[src/rtl/sram_biu_arbiter.sv]
// Round-robin arbiter sharing one SRAM controller BIU port among several masters.
// A grant is held for a whole burst, and one idle bus cycle is inserted between grants.
module sram_biu_arbiter #(
  parameter int OPTN_NUM_REQ    = 2,
  parameter int OPTN_DATA_WIDTH = 16,
  parameter int OPTN_ADDR_WIDTH = 32,
  parameter int DATA_SIZE       = OPTN_DATA_WIDTH / 8
) (
  input  logic                                    clk,
  input  logic                                    n_rst,
  input  logic [OPTN_NUM_REQ-1:0]                 i_req_en,
  input  logic [OPTN_NUM_REQ-1:0]                 i_req_we,
  input  logic [OPTN_NUM_REQ-1:0]                 i_req_eob,
  input  logic [OPTN_NUM_REQ*DATA_SIZE-1:0]       i_req_sel,
  input  logic [OPTN_NUM_REQ*OPTN_ADDR_WIDTH-1:0] i_req_addr,
  input  logic [OPTN_NUM_REQ*OPTN_DATA_WIDTH-1:0] i_req_data,
  output logic [OPTN_NUM_REQ-1:0]                 o_req_gnt,
  output logic [OPTN_NUM_REQ-1:0]                 o_req_done,
  output logic [OPTN_DATA_WIDTH-1:0]              o_req_data,
  output logic                                    o_biu_en,
  output logic                                    o_biu_we,
  output logic                                    o_biu_eob,
  output logic [DATA_SIZE-1:0]                    o_biu_sel,
  output logic [OPTN_ADDR_WIDTH-1:0]              o_biu_addr,
  output logic [OPTN_DATA_WIDTH-1:0]              o_biu_data,
  input  logic                                    i_biu_done,
  input  logic [OPTN_DATA_WIDTH-1:0]              i_biu_data
);

  localparam int N = OPTN_NUM_REQ;
  localparam logic [N-1:0] ONE_HOT0 = {{(N-1){1'b0}}, 1'b1};

  typedef enum logic {IDLE = 1'b0, BUSY = 1'b1} state_t;

  state_t       state_r, next_state_s;
  logic [N-1:0] gnt_r, next_gnt_s;
  logic [N-1:0] ptr_r, next_ptr_s;
  logic [N-1:0] mask_s, hi_req_s, cand_s, pick_s;
  logic         busy_s, last_beat_s;

  // Prefer requesters at or above the pointer; fall back to the lowest one otherwise (wrap).
  assign mask_s      = ~(ptr_r - ONE_HOT0);
  assign hi_req_s    = i_req_en & mask_s;
  assign cand_s      = (|hi_req_s) ? hi_req_s : i_req_en;
  assign pick_s      = cand_s & (~cand_s + ONE_HOT0);
  assign busy_s      = (state_r == BUSY);
  assign last_beat_s = busy_s & i_biu_done & (|(i_req_eob & gnt_r));

  // gnt_r is all-zero while idle, so the AND-OR mux below drives zeros with no extra gating.
  logic [DATA_SIZE-1:0]       sel_acc_s  [0:N];
  logic [OPTN_ADDR_WIDTH-1:0] addr_acc_s [0:N];
  logic [OPTN_DATA_WIDTH-1:0] data_acc_s [0:N];

  assign sel_acc_s[0]  = {DATA_SIZE{1'b0}};
  assign addr_acc_s[0] = {OPTN_ADDR_WIDTH{1'b0}};
  assign data_acc_s[0] = {OPTN_DATA_WIDTH{1'b0}};

  for (genvar r = 0; r < N; r++) begin : g_mux
    assign sel_acc_s[r+1]  = sel_acc_s[r] |
                             (i_req_sel[r*DATA_SIZE +: DATA_SIZE] & {DATA_SIZE{gnt_r[r]}});
    assign addr_acc_s[r+1] = addr_acc_s[r] |
                             (i_req_addr[r*OPTN_ADDR_WIDTH +: OPTN_ADDR_WIDTH] &
                              {OPTN_ADDR_WIDTH{gnt_r[r]}});
    assign data_acc_s[r+1] = data_acc_s[r] |
                             (i_req_data[r*OPTN_DATA_WIDTH +: OPTN_DATA_WIDTH] &
                              {OPTN_DATA_WIDTH{gnt_r[r]}});
  end

  assign o_req_gnt  = gnt_r;
  assign o_req_done = gnt_r & {N{i_biu_done}};
  assign o_req_data = busy_s ? i_biu_data : {OPTN_DATA_WIDTH{1'b0}};
  assign o_biu_en   = busy_s;
  assign o_biu_we   = busy_s & (|(i_req_we & gnt_r));
  assign o_biu_eob  = busy_s & (|(i_req_eob & gnt_r));
  assign o_biu_sel  = sel_acc_s[N];
  assign o_biu_addr = addr_acc_s[N];
  assign o_biu_data = data_acc_s[N];

  // Next-state, grant and pointer selection.
  always_comb begin
    next_state_s = state_r;
    next_gnt_s   = gnt_r;
    next_ptr_s   = ptr_r;
    case (state_r)
      IDLE: begin
        if (|i_req_en) begin
          next_state_s = BUSY;
          next_gnt_s   = pick_s;
        end else begin
          next_state_s = IDLE;
          next_gnt_s   = {N{1'b0}};
        end
      end
      BUSY: begin
        if (last_beat_s) begin
          next_state_s = IDLE;
          next_gnt_s   = {N{1'b0}};
          next_ptr_s   = {gnt_r[N-2:0], gnt_r[N-1]};
        end else begin
          next_state_s = BUSY;
          next_gnt_s   = gnt_r;
        end
      end
      default: begin
        next_state_s = IDLE;
        next_gnt_s   = {N{1'b0}};
        next_ptr_s   = ONE_HOT0;
      end
    endcase
  end

  // State, grant and priority pointer registers.
  always_ff @(posedge clk or negedge n_rst) begin
    if (!n_rst) begin
      state_r <= IDLE;
      gnt_r   <= {N{1'b0}};
      ptr_r   <= ONE_HOT0;
    end else begin
      state_r <= next_state_s;
      gnt_r   <= next_gnt_s;
      ptr_r   <= next_ptr_s;
    end
  end

endmodule

[config.mk]
export PLATFORM = sky130hd
export DESIGN_NAME = sram_biu_arbiter
export DESIGN_NICKNAME = d
export VERILOG_FILES = /design/src/rtl/sram_biu_arbiter.sv
export SDC_FILE = /design/constraint.sdc
export NUM_CORES = 1
export LEC_CHECK = 0
export CAP_MARGIN = 40
export CORE_MARGIN = 4
export CORE_UTILIZATION = 18
export DETAILED_ROUTE_END_ITERATION = 8
export GPL_TIMING_DRIVEN = 1
export HOLD_SLACK_MARGIN = 0.02
export PLACE_DENSITY = 0.83
export SLEW_MARGIN = 15
export SYNTH_ARGS = -nofsm -noshare
export SYNTH_HDL_FRONTEND = slang
export SYNTH_SLANG_ARGS = --single-unit
[constraint.sdc]
create_clock -name clk -period 1.9 [get_ports clk]
set_clock_uncertainty 0.2 [all_clocks]
set_input_delay 0.38 -clock clk [delete_from_list [all_inputs] [get_ports clk]]
set_output_delay 0.38 -clock clk [all_outputs]
set_load 0.05 [all_outputs]
==> results_tabular.tex, run 1 <==
\begin{tabular}{lr}
\hline
Metric & Value \\
\hline
\multicolumn{2}{l}{\textbf{Status}} \\
Outcome & finished, violations left \\
Violations in the final reports & setup timing \\
\multicolumn{2}{l}{\textbf{Global route}} \\
Number of antenna violations at the first check in global routing & 0 \\
First-pass GRT wire length & 10450 µm \\
Overall routing resource usage & 0.2248 \\
Number of global-route vias before repair & 1940 \\
Pin count of the biggest net entering global routing & 35 \\
Total overflow reported by the global router & 0 \\
\multicolumn{2}{l}{\textbf{Detailed routing}} \\
Via total after detailed routing & 1775 \\
Iter 0 DRT Violations & 57 \\
Residual DRC count & 0 \\
Pre-Repair DR Iteration Count & 3 \\
Antenna Violating Nets Remaining & 0 \\
Drt wl/cell & 20.49 µm \\
Post-Route WL & 7642 µm \\
Number of vias per cell & 4.759 \\
\multicolumn{2}{l}{\textbf{Floorplanning}} \\
Die footprint & 6023 µm² \\
Site row count & 25 \\
DIE HEIGHT & 77.61 µm \\
Area of the core & 4723 µm² \\
Initial standard-cell utilization of the core & 0.1846 \\
Number of top-level design ports & 198 \\
Die Wd & 77.61 µm \\
\multicolumn{2}{l}{\textbf{Yosys}} \\
Proportion of synthesized chip area in sequential cells & 0.1449 \\
Main flop type after synthesis & sky130\_fd\_sc\_hd\_\_dfrtp\_1 \\
Main combinational cell family by area after synthesis & compound AO/OA/AOI/OAI gates \\
Async SR Flop Fraction & 1.000 \\
Net count after synthesis & 230 \\
Fraction of the mapped netlist area in adder cells & 0 \\
Cell count after synthesis & 105 \\
Post-synthesis share of cell area spent on xor and xnor gates & 0 \\
Share of synthesized area spent on multiplexers & 0.03443 \\
Total of flip-flops plus latches after synthesis & 5 \\
Yosys Warn Count & 0 \\
Post-Syn Area & 872.1 µm² \\
Number of synthesized flops with an enable pin & 0 \\
Avg Inst Size Synth & 8.306 µm² \\
Compound-cell area share of the yosys netlist & 0.5495 \\
Number of distinct library cell variants in the gate-level netlist after synthesis & 17 \\
Simple-gate share of the synthesized area & 0.1765 \\
\multicolumn{2}{l}{\textbf{CTS}} \\
Root Buffer Master & sky130\_fd\_sc\_hd\_\_clkbuf\_8 \\
TritonCTS clock tree & yes \\
Clock slew seen by the registers of the worst setup and hold paths & 0.04 ns \\
Cts-stage hold buffer count & 0 \\
Clock buffers created by TritonCTS & 3 \\
Insertion delay to the later sink of the worst-skew pair & 0.22 ns \\
Total number of clock tree sinks & 5 \\
Maximum count of clock buffers along a single path & 2 \\
H-tree depth & 1 \\
\multicolumn{2}{l}{\textbf{Power and ir drop}} \\
Leak Pwr & 1.608 nW \\
Cell area power density & 1682 nW/µm² \\
Design Power & 6.516 mW \\
Largest voltage drop on the vdd net & 1003 µV \\
\multicolumn{2}{l}{\textbf{Critical path}} \\
Worst path arrival time & 1.34 ns \\
Crit-path cells & clkbuf\_16 > a22o\_2 > buf\_12 \\
Crit path buffers/inverters & 2 \\
Required arrival time at the worst endpoint & 1.32 ns \\
Delay of the slowest cell on the worst path & 0.48 ns \\
Kind of critical path & flip-flop to output pin \\
Peak fanout along the critical path & 17 \\
Kind of start point of the critical path & flip-flop \\
Sort of element at the end of the critical path & output pin \\
Max stage delay cell, worst path & sky130\_fd\_sc\_hd\_\_dfrtp\_2 \\
Crit path max-delay family & flip-flops \\
\multicolumn{2}{l}{\textbf{Timing}} \\
Share of the cycle needed by the critical path after routing & 1.013 \\
Unrepaired setup endpoints after global routing & yes \\
Min Clock Period, post-route & 1.925 ns \\
Setup violators final & 16 \\
Max-slew violation total from the final report & 0 \\
Worst slew margin relative to its limit & 0.7964 \\
Number of failing hold endpoints at the final stage & 0 \\
Final Worst Setup Slack & -0.02490 ns \\
Max Clock Freq & 519.5 MHz \\
Transition time at the pin with the least slew margin & 0.3053 ns \\
\multicolumn{2}{l}{\textbf{Placed design}} \\
Pre-CTS setup slack & -0.1040 ns \\
Placed instance area & 3761 µm² \\
Count of buffers from port buffering & 197 \\
Detailed Place HPWL & 6455 µm \\
Final RePlAce weighted congestion & 0.7770 \\
\multicolumn{2}{l}{\textbf{Finish}} \\
Util after Layout & 0.8201 \\
Final Instance Area & 3874 µm² \\
Share of post-route cells with drive strength above 1 & 0.5425 \\
ANT cells & 0 \\
Number of fillers in the final layout & 260 \\
Area grow syn2layout & 344.2\% \\
Net count, final & 432 \\
\multicolumn{2}{l}{\textbf{Min path}} \\
Hold/Removal Path Class & primary input to async pin \\
\multicolumn{2}{l}{\textbf{Job}} \\
Number of maximum-capacitance violations & 0 \\
\hline
\end{tabular}
cell type report:
| type | count | area, µm² | share of cell area |
|---|---|---|---|
| multi-input combinational | 84 | 755.7 | 0.1951 |
| sequential | 5 | 130.1 | 0.03359 |
| inverter | 1 | 3.754 | 0.0009690 |
| clock buffer | 4 | 45.04 | 0.01163 |
| tap | 67 | 83.83 | 0.02164 |
| timing repair buffer | 212 | 2855 | 0.7371 |
cell usage after synthesis (all sizes together) (2+ instances only):
library cell / n / area [µm²]
clkbuf: 12 / 45.04
buf: 3 / 33.78
mux2: 2 / 30.03
nor2b: 2 / 12.51
dfrtp: 4 / 100.1
a22o: 51 / 446.7
nand2: 2 / 7.510
and2: 19 / 118.9
o22ai: 2 / 12.51
cells in the final DEF, fill, tap and decap left out:
cell type and n:
sky130_fd_sc_hd__and2_4 1, sky130_fd_sc_hd__and2_2 18, sky130_fd_sc_hd__clkbuf_8 3, sky130_fd_sc_hd__a22oi_2 1
sky130_fd_sc_hd__dfstp_2 1, sky130_fd_sc_hd__nor2_1 1, sky130_fd_sc_hd__a21o_1 1, sky130_fd_sc_hd__and3_1 1
sky130_fd_sc_hd__nand2_1 2, sky130_fd_sc_hd__clkbuf_1 1, sky130_fd_sc_hd__dlygate4sd2_1 2, sky130_fd_sc_hd__nor3_1 1
sky130_fd_sc_hd__nor2b_1 1, sky130_fd_sc_hd__dfrtp_1 1, sky130_fd_sc_hd__clkbuf_16 1, sky130_fd_sc_hd__a22o_2 48
sky130_fd_sc_hd__inv_1 1, sky130_fd_sc_hd__mux2_4 2, sky130_fd_sc_hd__buf_4 12, sky130_fd_sc_hd__a22o_1 3
sky130_fd_sc_hd__dfrtp_2 3, sky130_fd_sc_hd__clkdlybuf4s50_1 122, sky130_fd_sc_hd__o22ai_1 2, sky130_fd_sc_hd__buf_12 75
sky130_fd_sc_hd__nor2b_2 1, sky130_fd_sc_hd__o21ai_0 1
sequential cells by signal (all words and copies together), names as in the netlist:
signal	count
o_req_gnt	2
ptr_r	2
o_biu_en	1
per-stage QoR:
step	setup TNS, ns	hold slack (ns)	instances
4_1_cts	-0.006708	0.1781	371
3_3_place_gp	-0.03705	0.2949	363
6_report	-0.1101	0.1762	373
2_1_floorplan	-0.09830	-0.1156	105
5_1_grt	-1.284	0.1950	373
3_5_place_dp	-0.1596	0.3010	363
path summary, 6_finish.rpt:
path	start	endpoint	slack, ns	cells past startpoint
worst min register to register	ptr_r[1]	ptr_r[1]	0.31	1
worst max register to register	o_req_gnt[0]	ptr_r[1]	0.16	4
worst min-delay path	n_rst	ptr_r[1]	0.18	1
worst max-delay path	o_req_gnt[0]	o_biu_data[0]	-0.02	3
min in group clk	ptr_r[1]	ptr_r[1]	0.31	1
max in group asynchronous	n_rst	ptr_r[0]	1.08	1
repair_timing:
item | CTS | global route
cloned | 0 | 1
resized for setup | 5 | 0
pin swaps | 1 | 1
buffers inserted | 4 | 1
setup endpoints to repair | 62 | 34
layer usage:
metal,vias up,track usage,routed length (µm)
li1,815,-,-
met4,0,0.08185,193
met5,-,0,0
met2,132,0.4418,4258
met3,12,0.06381,649
met1,816,0.2179,2540
report_power, final:
group	switching [mW]	internal, mW
Combinational	3.08	2.99
Clock	0.0518	0.144
Sequential	0.0856	0.159
Total	3.22	3.30
kinds of logic after synthesis:
kind of cell / count (synthesis)
simple gates: 26
compound gates: 56
flops: 5
mux: 2
buf+inv: 16
Note: power is estimated with default switching activity, not from simulation.
==> run 2: changes to the inputs <==
--- a/config.mk
+++ b/config.mk
@@ -5,13 +5,13 @@
 export SDC_FILE = /design/constraint.sdc
 export NUM_CORES = 1
 export LEC_CHECK = 0
-export CAP_MARGIN = 40
 export CORE_MARGIN = 4
 export CORE_UTILIZATION = 18
 export DETAILED_ROUTE_END_ITERATION = 8
 export GPL_TIMING_DRIVEN = 1
 export HOLD_SLACK_MARGIN = 0.02
 export PLACE_DENSITY = 0.83
+export REMOVE_ABC_BUFFERS = 1
 export SLEW_MARGIN = 15
 export SYNTH_ARGS = -nofsm -noshare
 export SYNTH_HDL_FRONTEND = slang
==> run 2 against run 1 <==
Against the previous run: the flow still finishes with violations (setup timing); sequential power up 8.6%; first-iteration DRC count shrank 28%; global-route usage increased by 1.5 points; sequential share of layout area about the same; die area stayed put; power down 0.42%; wire length rose by 3.8%; worst hold slack better by 0.0016 ns; non-clock buffer count shrank 3; critical path type unchanged; largest power group unchanged.
==> results_tabular.tex, run 2 (same netlist as run 1, synthesis figures left out) <==
\begin{tabular}{lr}
\hline
Metric & Value \\
\hline
\multicolumn{2}{l}{\textbf{Status}} \\
Outcome & finished, violations left (unchanged) \\
Violations in the final reports & setup timing (unchanged) \\
\multicolumn{2}{l}{\textbf{Critical path}} \\
Required arrival time at the worst endpoint & 1.32 ns (about the same) \\
Peak fanout along the critical path & 23 (was 17) \\
Kind of start point of the critical path & flip-flop (unchanged) \\
Kind of critical path & flip-flop to output pin (unchanged) \\
Capture point of the worst path & o\_biu\_addr[3] (was o\_biu\_data[0]) \\
Reg-to-Reg End & ptr\_r[1] (unchanged) \\
Origin of the worst setup path & o\_req\_gnt[0] (unchanged) \\
Worst path arrival time & 1.36 ns (was 1.34 ns) \\
Source of the worst register-to-register timing path & o\_req\_gnt[0] (unchanged) \\
Max stage delay cell, worst path & sky130\_fd\_sc\_hd\_\_dfrtp\_2 (unchanged) \\
Delay of the slowest cell on the worst path & 0.49 ns (was 0.48 ns) \\
Worst-case register-to-register setup slack & 0.32 ns (was 0.16 ns) \\
Cell count of the worst reg-to-reg path & 3 (was 4) \\
Sort of element at the end of the critical path & output pin (unchanged) \\
Cell with the most instances on the worst path & sky130\_fd\_sc\_hd\_\_buf\_12 \\
Crit-path cells & buf\_12 > a22o\_1 > buf\_12 (was clkbuf\_16 > a22o\_2 > buf\_12) \\
\multicolumn{2}{l}{\textbf{Finish}} \\
Commonest cells after routing, fill and taps aside & sky130\_fd\_sc\_hd\_\_clkdlybuf4s50\_1 (123), sky130\_fd\_sc\_hd\_\_buf\_12 (77), sky130\_fd\_sc\_hd\_\_a22o\_1 (45) (was sky130\_fd\_sc\_hd\_\_clkdlybuf4s50\_1 (122), sky130\_fd\_sc\_hd\_\_buf\_12 (75), sky130\_fd\_sc\_hd\_\_a22o\_2 (48)) \\
Most common cell after layout, fill and taps aside & sky130\_fd\_sc\_hd\_\_clkdlybuf4s50\_1 (unchanged) \\
Share of post-route cells with drive strength above 1 & 0.3333 (was 0.5425) \\
ANT cells & 0 (unchanged) \\
Area grow syn2layout & 338.7\% (was 344.2\%) \\
Net count, final & 429 (was 432) \\
\multicolumn{2}{l}{\textbf{Floorplanning}} \\
Area of the core & 4723 µm² (unchanged) \\
Site row count & 25 (unchanged) \\
Die footprint & 6023 µm² (unchanged) \\
DIE HEIGHT & 77.61 µm (unchanged) \\
Initial standard-cell utilization of the core & 0.1846 (unchanged) \\
Die Wd & 77.61 µm (unchanged) \\
Number of top-level design ports & 198 (unchanged) \\
\multicolumn{2}{l}{\textbf{Power and ir drop}} \\
Leak Pwr & 1.589 nW (was 1.608 nW) \\
Largest voltage drop on the vdd net & 1194 µV (was 1003 µV) \\
Design Power & 6.489 mW (was 6.516 mW) \\
Cell area power density & 1696 nW/µm² (was 1682 nW/µm²) \\
\multicolumn{2}{l}{\textbf{Detailed routing}} \\
Residual DRC count & 0 (unchanged) \\
Antenna Violating Nets Remaining & 0 (unchanged) \\
Drt wl/cell & 21.45 µm (was 20.49 µm) \\
Topmost layer with routed signal wires & met4 (unchanged) \\
Via total after detailed routing & 1802 (was 1775) \\
Routed length on met1 & 2544 µm (was 2540 µm) \\
Number of vias per cell & 4.870 (was 4.759) \\
Routed met2 length & 4644 µm (was 4258 µm) \\
Pre-Repair DR Iteration Count & 4 (was 3) \\
Iter 0 DRT Violations & 41 (was 57) \\
Met3 WL & 569 µm (was 649 µm) \\
Post-Route WL & 7935 µm (was 7642 µm) \\
\multicolumn{2}{l}{\textbf{Min path}} \\
Hold/Removal Path Class & primary input to async pin (unchanged) \\
\multicolumn{2}{l}{\textbf{CTS}} \\
H-tree depth & 1 (unchanged) \\
Cts-stage hold buffer count & 0 (unchanged) \\
Clock buffers created by TritonCTS & 3 (unchanged) \\
TritonCTS clock tree & yes (unchanged) \\
Total number of clock tree sinks & 5 (unchanged) \\
Clock slew seen by the registers of the worst setup and hold paths & 0.04 ns (about the same) \\
Insertion delay to the later sink of the worst-skew pair & 0.22 ns (about the same) \\
Maximum count of clock buffers along a single path & 2 (unchanged) \\
Root Buffer Master & sky130\_fd\_sc\_hd\_\_clkbuf\_8 (unchanged) \\
\multicolumn{2}{l}{\textbf{Timing}} \\
Min Clock Period, post-route & 1.940 ns (was 1.925 ns) \\
Share of the cycle needed by the critical path after routing & 1.021 (was 1.013) \\
Worst slew margin relative to its limit & 0.8063 (was 0.7964) \\
Number of failing hold endpoints at the final stage & 0 (unchanged) \\
Unrepaired setup endpoints after global routing & yes (unchanged) \\
Max-slew violation total from the final report & 0 (unchanged) \\
Setup violators final & 6 (was 16) \\
Final Worst Setup Slack & -0.04009 ns (was -0.02490 ns) \\
Transition time at the pin with the least slew margin & 0.2906 ns (was 0.3053 ns) \\
Max Clock Freq & 515.4 MHz (was 519.5 MHz) \\
\multicolumn{2}{l}{\textbf{Global route}} \\
Total overflow reported by the global router & 0 (unchanged) \\
First-pass GRT wire length & 11140 µm (was 10450 µm) \\
Pin count of the biggest net entering global routing & 24 (was 35) \\
Number of antenna violations at the first check in global routing & 0 (unchanged) \\
Number of global-route vias before repair & 1944 (was 1940) \\
Overall routing resource usage & 0.2399 (was 0.2248) \\
\multicolumn{2}{l}{\textbf{Placed design}} \\
Pre-CTS setup slack & -0.07608 ns (was -0.1040 ns) \\
Count of buffers from port buffering & 197 (unchanged) \\
Detailed Place HPWL & 6348 µm (was 6455 µm) \\
Final RePlAce weighted congestion & 0.7480 (was 0.7770) \\
\multicolumn{2}{l}{\textbf{Job}} \\
Number of maximum-capacitance violations & 0 (unchanged) \\
\hline
\end{tabular}
## run 2: per-layer routing
metal	up-vias	track usage
met5	-	0
met4	0	0.07117
met3	14	0.05684
met2	101	0.4949
met1	877	0.2267
li1	810	-
## run 2: what timing repair did
| item | CTS | global route |
|---|---|---|
| setup endpoints to repair | 48 | 51 |
| resized for setup | 7 | 3 |
| buffers inserted | 2 | 2 |
| pin swaps | 0 | 0 |
| cloned | 0 | 0 |
| endpoints found under the hold margin | 0 | 0 |
## run 2: worst min-delay path by stage
stage | start | to | cells after the start
2_1_floorplan | n_rst | o_biu_en | 0
3_3_place_gp | ptr_r[1] | ptr_r[1] | 1
3_5_place_dp | ptr_r[1] | ptr_r[1] | 1
4_1_cts | n_rst | o_biu_en | 1
5_1_grt | n_rst | ptr_r[1] | 1
6_report | n_rst | ptr_r[1] | 1
## run 2: area by class of cell
cell class | count | area [µm²]
tap | 67 | 83.83
clock buffer | 4 | 45.04
sequential | 5 | 130.1
fill | 259 | 897.1
multi-input combinational | 84 | 718.2
timing repair buffer | 209 | 2845
inverter | 1 | 3.754
## run 2: critical path, delay by kind of cell, from the launching register on
family | cells | cell delay, ns
AOI/OAI and AO/OA | 1 | 0.28
buffers and inverters | 2 | 0.37
DFF | 1 | 0.49
## run 2: stage by stage
| stage | std cells | utilization | setup TNS (ns) | instance area [µm²] | hold slack (ns) |
|---|---|---|---|---|---|
| floorplan | 90 | - | -41.17 | 793.3 | -0.1156 |
| global placement | 362 | 0.7817 | -0.06428 | 3692 | 0.2914 |
| detailed placement | 362 | 0.7817 | -0.1106 | 3692 | 0.3095 |
| CTS | 368 | 0.8024 | -0.01171 | 3790 | 0.1819 |
| global route | 370 | 0.8101 | -1.141 | 3826 | 0.1832 |
| finish | 370 | 0.8101 | -0.08616 | 3826 | 0.1778 |
## run 2: report_power, final
group | leakage [nW] | internal (mW) | total [mW] | switching [mW]
clock network | 0.0228 | 0.144 | 0.194 | 0.0504
registers | 0.0559 | 0.159 | 0.266 | 0.107
logic | 1.51 | 2.93 | 6.03 | 3.10
